===== config.mk =====
export PLATFORM = sky130hd
export DESIGN_NAME = floor_car_ctrl
export DESIGN_NICKNAME = d
export VERILOG_FILES = /design/src/rtl/floor_car_ctrl.sv
export SDC_FILE = /design/constraint.sdc
export NUM_CORES = 1
export LEC_CHECK = 0
export ABC_CLOCK_PERIOD_IN_PS = 2400
export CAP_MARGIN = 20
export CORE_MARGIN = 2
export CORE_UTILIZATION = 52
export DETAILED_ROUTE_END_ITERATION = 7
export PLACE_DENSITY = 0.83
export SYNTH_ARGS = -nofsm -noshare
export SYNTH_HDL_FRONTEND = slang
export SYNTH_SLANG_ARGS = --single-unit

===== constraint.sdc =====
create_clock -name clk -period 2.4 [get_ports clk]
set_input_delay 0.48 -clock clk [delete_from_list [all_inputs] [get_ports clk]]
set_output_delay 0.48 -clock clk [all_outputs]
set_load 0.005 [all_outputs]

===== src/rtl/floor_car_ctrl.sv =====
// Elevator car sequencer: owns the one-hot current/target floor registers that feed
// the floor comparator, and steps the car one floor at a time from the comparator result.
module floor_car_ctrl #(
  parameter int WIDTH         = 6,
  parameter int TRAVEL_CYCLES = 4,
  parameter int DOOR_CYCLES   = 8
) (
  input  logic             clk,
  input  logic             reset,
  input  logic             req_valid,
  input  logic [WIDTH-1:0] req_floor,
  output logic             req_ready,
  output logic             req_err,
  input  logic             cmp_greater,
  input  logic             cmp_lesser,
  input  logic             cmp_equal,
  output logic [WIDTH-1:0] cur_floor,
  output logic [WIDTH-1:0] tgt_floor,
  output logic             moving_up,
  output logic             moving_down,
  output logic             door_open,
  output logic             arrived
);

  localparam int MAX_CYC = (TRAVEL_CYCLES > DOOR_CYCLES) ? TRAVEL_CYCLES : DOOR_CYCLES;
  localparam int CNT_W   = (MAX_CYC > 1) ? $clog2(MAX_CYC) : 1;
  localparam logic [CNT_W-1:0] TRAVEL_LAST = CNT_W'(TRAVEL_CYCLES - 1);
  localparam logic [CNT_W-1:0] DOOR_LAST   = CNT_W'(DOOR_CYCLES - 1);
  localparam logic [CNT_W-1:0] CNT_ONE     = CNT_W'(1);
  localparam logic [WIDTH-1:0] FLOOR0      = WIDTH'(1);

  typedef enum logic [1:0] {
    S_IDLE,
    S_MOVE_UP,
    S_MOVE_DOWN,
    S_DOOR_OPEN
  } state_t;

  state_t             r_state, w_state_nxt;
  logic [CNT_W-1:0]   r_cnt, w_cnt_nxt;
  logic [WIDTH-1:0]   r_cur, w_cur_nxt;
  logic [WIDTH-1:0]   r_tgt, w_tgt_nxt;
  logic               r_pending, w_pending_nxt;
  logic               r_req_err, r_moving_up, r_moving_down, r_door_open, r_arrived;
  logic               w_accept, w_req_onehot;

  function automatic logic is_onehot(input logic [WIDTH-1:0] v);
    return (v != '0) && ((v & (v - FLOOR0)) == '0);
  endfunction

  assign req_ready    = (r_state == S_IDLE) && !r_pending;
  assign w_accept     = req_valid && req_ready;
  assign w_req_onehot = is_onehot(req_floor);

  always_comb begin
    w_state_nxt   = r_state;
    w_cnt_nxt     = r_cnt;
    w_cur_nxt     = r_cur;
    w_tgt_nxt     = r_tgt;
    w_pending_nxt = r_pending;
    case (r_state)
      S_IDLE: begin
        if (w_accept && w_req_onehot) begin
          w_tgt_nxt     = req_floor;
          w_pending_nxt = 1'b1;
        end else if (r_pending) begin
          // Ambiguous comparator output (none or several flags) keeps the car parked.
          case ({cmp_greater, cmp_lesser, cmp_equal})
            3'b001:  begin w_state_nxt = S_DOOR_OPEN; w_cnt_nxt = '0; end
            3'b010:  begin w_state_nxt = S_MOVE_UP;   w_cnt_nxt = '0; end
            3'b100:  begin w_state_nxt = S_MOVE_DOWN; w_cnt_nxt = '0; end
            default: ;
          endcase
        end
      end
      S_MOVE_UP: begin
        if (cmp_equal) begin
          w_state_nxt = S_DOOR_OPEN;
          w_cnt_nxt   = '0;
        end else if (r_cnt == TRAVEL_LAST) begin
          w_cnt_nxt = '0;
          if (r_cur[WIDTH-1]) begin
            w_state_nxt   = S_IDLE;
            w_pending_nxt = 1'b0;
          end else begin
            w_cur_nxt = r_cur << 1;
          end
        end else begin
          w_cnt_nxt = r_cnt + CNT_ONE;
        end
      end
      S_MOVE_DOWN: begin
        if (cmp_equal) begin
          w_state_nxt = S_DOOR_OPEN;
          w_cnt_nxt   = '0;
        end else if (r_cnt == TRAVEL_LAST) begin
          w_cnt_nxt = '0;
          if (r_cur[0]) begin
            w_state_nxt   = S_IDLE;
            w_pending_nxt = 1'b0;
          end else begin
            w_cur_nxt = r_cur >> 1;
          end
        end else begin
          w_cnt_nxt = r_cnt + CNT_ONE;
        end
      end
      S_DOOR_OPEN: begin
        if (r_cnt == DOOR_LAST) begin
          w_state_nxt   = S_IDLE;
          w_pending_nxt = 1'b0;
          w_cnt_nxt     = '0;
        end else begin
          w_cnt_nxt = r_cnt + CNT_ONE;
        end
      end
      default: w_state_nxt = S_IDLE;
    endcase
  end

  // Status outputs are registered from the next state so they line up with r_state.
  always_ff @(posedge clk) begin
    if (!reset) begin
      r_state       <= S_IDLE;
      r_cnt         <= '0;
      r_cur         <= FLOOR0;
      r_tgt         <= FLOOR0;
      r_pending     <= 1'b0;
      r_req_err     <= 1'b0;
      r_moving_up   <= 1'b0;
      r_moving_down <= 1'b0;
      r_door_open   <= 1'b0;
      r_arrived     <= 1'b0;
    end else begin
      r_state       <= w_state_nxt;
      r_cnt         <= w_cnt_nxt;
      r_cur         <= w_cur_nxt;
      r_tgt         <= w_tgt_nxt;
      r_pending     <= w_pending_nxt;
      r_req_err     <= w_accept && !w_req_onehot;
      r_moving_up   <= (w_state_nxt == S_MOVE_UP);
      r_moving_down <= (w_state_nxt == S_MOVE_DOWN);
      r_door_open   <= (w_state_nxt == S_DOOR_OPEN);
      r_arrived     <= (w_state_nxt == S_DOOR_OPEN) && (r_state != S_DOOR_OPEN);
    end
  end

  assign cur_floor   = r_cur;
  assign tgt_floor   = r_tgt;
  assign req_err     = r_req_err;
  assign moving_up   = r_moving_up;
  assign moving_down = r_moving_down;
  assign door_open   = r_door_open;
  assign arrived     = r_arrived;

endmodule


* After elaboration in Yosys (flattened, before gate mapping)
Cells that the tools add are included.
Word-level totals: flip-flop bits (word level) 23, logic and storage cells 94
Operators by class: $add $sub $neg 2, equality and inequality tests 25, multiplexer cells 34, bitwise operators 1, reduce and logical (&&, ||, !) cells 20
Operators with widths (count):
- 6-bit 2-to-1 mux | 6
- 2-bit inequality test (second input constant) | 13
- 2-bit 2-to-1 mux | 9
- 3-bit 2-to-1 mux | 6
- 6-bit case mux with 2 select lines | 1
- 6-bit AND reduction | 2
- 3-bit case mux with 3 select lines | 1
- 2-bit equality test (second input constant) | 4
- 1-bit 2-to-1 mux | 8
- 2-bit case mux with 4 select lines | 1
- 8-bit AND reduction | 1
- 7-bit AND reduction | 1
- 6-bit bitwise AND | 1
- 3-bit by 2-bit equality test with 1-bit output (second input constant) | 2
- 3-bit equality test (second input constant) | 2
- 1-bit logical AND | 6
- 6-bit logical NOT | 1
- 2-bit case mux with 3 select lines | 1
- 6-bit nonzero test | 1
- 6-bit by 1-bit subtractor with 6-bit output (second input constant) | 1
- 2-bit by 1-bit equality test with 1-bit output (second input constant) | 2
- 1-bit case mux with 4 select lines | 1
- 3-bit by 1-bit adder with 3-bit output (second input constant) | 1
- 3-bit by 1-bit equality test with 1-bit output (second input constant) | 1
- 8 further kinds | 9

* Logic depth before layout (Yosys ltp)
depth in word-level cells 9, mapped depth 8, mapped depth without buffers 7

* Worst setup path before layout
No wires, ideal clock.
kind reg-to-reg, start point reg r_state[0], end point reg r_cur[2], in the netlist cur_floor[2], library setup time 0.122 ns, arrival 1.524 ns, setup slack 0.753 ns, cell stages (with the launch flop) 8, buffers on the path 0, clock period less this slack 1.647 ns, path through dfxtp_1 -> inv_1 -> ha_1 -> or2_1 -> o21ai_2 -> nand3_1 -> a311oi_1 -> nor3_1
On the way: word-level cells in the longest chain between the ends 3
Ends and longest elaborated chain:
- start, declared | RTL line 39 | state_t r_state, w_state_nxt;
- start signal, assigned | RTL line 135 | r_state <= w_state_nxt;
- 2-bit by 1-bit equality test with 1-bit output / 2-bit equality test (equally long branches) | RTL line 61 | case (r_state)
- 2-bit inequality test (no line) / 2-bit nonzero test (equally long branches)
- 7-bit AND reduction (no line)
- end signal, assigned | RTL line 137 | r_cur <= w_cur_nxt;
- end, declared | RTL line 41 | logic [WIDTH-1:0] r_cur, w_cur_nxt;
Several ways; a longest one is shown, not always the timed one. A chain may end at the register's enable or synchronous reset.

* Final worst setup path
start point reg r_state[1], end point out req_ready
On the way: word-level cells in the longest chain between the ends 2
Ends and longest elaborated chain:
- 2-bit logical NOT | RTL line 51 | assign req_ready = (r_state == S_IDLE) && !r_pending;
- 1-bit logical AND | RTL line 51
- end, declared | RTL line 12 | output logic req_ready,
Every way passes these cells.

==> metrics <==
status=completed; ANT cells=0; measured slew at the worst slew-check pin=411 ps; Worst Hold Depth=2; Pwr Total=1.56 mW; Synth area leaders=dfxtp_1, ha_1, nand2_1, o21ai_1, inv_1; Worst path slowest cell=clkdlybuf4s50_1; Post-synth EDFFs=0; Ports=30; Sequential Area=460 um^2; final period utilization=a little over nine tenths; Syn. warnings=0; H-tree levels=1; CTS sink cnt=23; first-pass GRT wire length=~4.6 mm; synth unique cells=37; CP max FO=7; RSZ-0062 raised after global routing=false; drt drc=0; multi-input logic area=739 um^2; Critical Path AT=roughly 1800 ps; wire length per cell=~13 um; Max Cap Viol=0; slew margin rel.=around 73%; Slew Limit Fails=0; Chip Height=between 50 and 60 um; peak supply drop=0.732 mV; Fin. Hold Viols=0; GPL Wtd Cong=roughly 0.82; vias in the first global route=1117; clock skew=between 6 and 7 ps; Yosys reg bits=23; top-count cell post-synth=nand2_1; peak per-stage delay on the critical path=510 ps; Area growth, synth to finish=26.5%; final worst slack=123 ps; NumNets Final=209; pre-CTS setup slack=245 ps; Worst Path Buf+Inv=2; achievable frequency=439 MHz; Critical Path Source Type=register; Post-synth top cells=nand2_1, dfxtp_1, inv_1; Worst R2R Setup Slack=340 ps; CP Class=register to primary output; via count=1216; Resized Gates After CTS=0; Cells after Synth=159; Initial Util=53.5%; final critical-path required period=2280 ps; synthesized area=1290 um^2; DR iter-0 viols=28; worst r2r path cells=7; initial antenna violation count=0; post-DP HPWL=2.06 mm; clock-pin slew on the worst setup and hold paths=roughly 130 ps; dpl cells=214; clk_lat worst skew=approximately 310 ps; # rows=18; DR vias/cell=5.58; cell taking the most area after synthesis=dfxtp_1; router iterations before antenna repair=4; FILL cells=187; total grt overflow=0; register area share after synthesis=between 30% and 40%; Net Count, Synth=approximately 180; WL final=2.77 mm; synthesized area per cell=8.11 um^2; share of cells above drive strength 1=7.45%; Hold Crit Class=register to register; ys async rst share=0%; static leakage=about 0.6 nW; final std cells w/o fill=~220; setup TNS=0 ps; CTS Buf Count=3; Setup-failing EPs final=0; critical path depth in cells=4; I/O Buffers=29; GRT Util Overall=between 20% and 30%; dominant synthesized flop cell=dfxtp_1; pin count of the biggest net entering global routing=16; Max Root-Sink Buffers=2; crit-path cells=inv_1 -> ha_1 -> nor2b_1 -> clkdlybuf4s50_1; Post-CTS Setup Repair Bufs=0; hold buffers post-CTS=0; die span in x=53.8 um; antenna violation net count after detailed routing=0; CTS tree=built; PD cells=approximately 960 nW/um^2; hold slack=465 ps; Synth top area share=35.7%; Core Region=approximately 2400 um^2; endpoint class of the critical path=primary output; worst path required time=1920 ps; die area=about 2900 um^2; CP top delay family=buffers and inverters; CTS root buffer=clkbuf_4
## layer usage
layer  global-route usage, %  up-vias  part of all wire (%)
met3                    4.17        2                   6.0
li1                        -      624                     -
met1                    27.7      551                    45
met4                    7.69        0                  0.54
met5                       0        -                     0
met2                    36.2       39                    48
## cell usage in the layout (no fill, tap or decap), types with 2 or more instances in the layout
cell type         n
nand3b_1          2
a211oi_2          2
dfxtp_1          23
a31oi_1           7
nor3_1            3
nor3b_1           3
xor2_1            2
a211oi_1          3
nor2b_1           2
nand3_1           8
nand2_1          24
mux2i_1           4
and2_1            2
o21ai_1          10
clkbuf_4          3
o21ai_0           6
clkdlybuf4s50_1  29
ha_1              8
a311oi_1          3
buf_4             3
nor4b_1           2
o22ai_1           2
a21oi_1           3
nor2_1            8
inv_1            13
## worst min-delay path, cell delays in order (launching register included)
cell     delay (ps)
dfxtp_1         340
nand2_1          50
o21ai_1          50
## flip-flops by register name, summed over array words and instances (netlist names)
| signal | cells |
|---|---|
| r_pending | 1 |
| door_open | 1 |
| tgt_floor | 6 |
| req_err | 1 |
| moving_down | 1 |
| moving_up | 1 |
| arrived | 1 |
| r_cnt | 3 |
| cur_floor | 6 |
| r_state | 2 |
## path summary, 6_finish.rpt
path	startpoint	to
min reg2reg	tgt_floor[3]	tgt_floor[3]
min	tgt_floor[3]	tgt_floor[3]
max	r_state[1]	req_ready
max reg2reg	r_state[0]	cur_floor[3]
## through the flow
stage               utilization [%]  instance area (um^2)
finish                         67.7                  1630
global route                   67.7                  1630
CTS                            67.7                  1630
detailed placement             66.5                  1600
global placement               66.5                  1600
floorplan                         -                  1290
## cell type report
class | instances | share of cell area, %
clock buffers | 3 | 1.38
clock inverters | 1 | 0.307
inverters | 14 | 3.22
repair buffers | 32 | 19.2
multi-input cells | 115 | 45.4
well taps | 30 | 2.30
flip-flops and latches | 23 | 28.2
## logic make-up (layout without fill, tap and decap cells)
kind of cell	count (synthesis)	count (layout)	share of synthesized area, %
compound gates	41	41	21.6
fa+ha+maj	8	8	7.77
mux	4	4	3.11
flops	23	23	35.7
xor+xnor	2	2	1.36
simple gates	60	60	23.6
buf+inv	21	50	6.89
## report_power, final
group | internal [mW] | switching (mW)
Sequential | 0.459 | 0.0624
Clock | 0.0622 | 0.118
Combinational | 0.389 | 0.474
Total | 0.910 | 0.655
No activity file was read; power rests on OpenSTA's default activity.
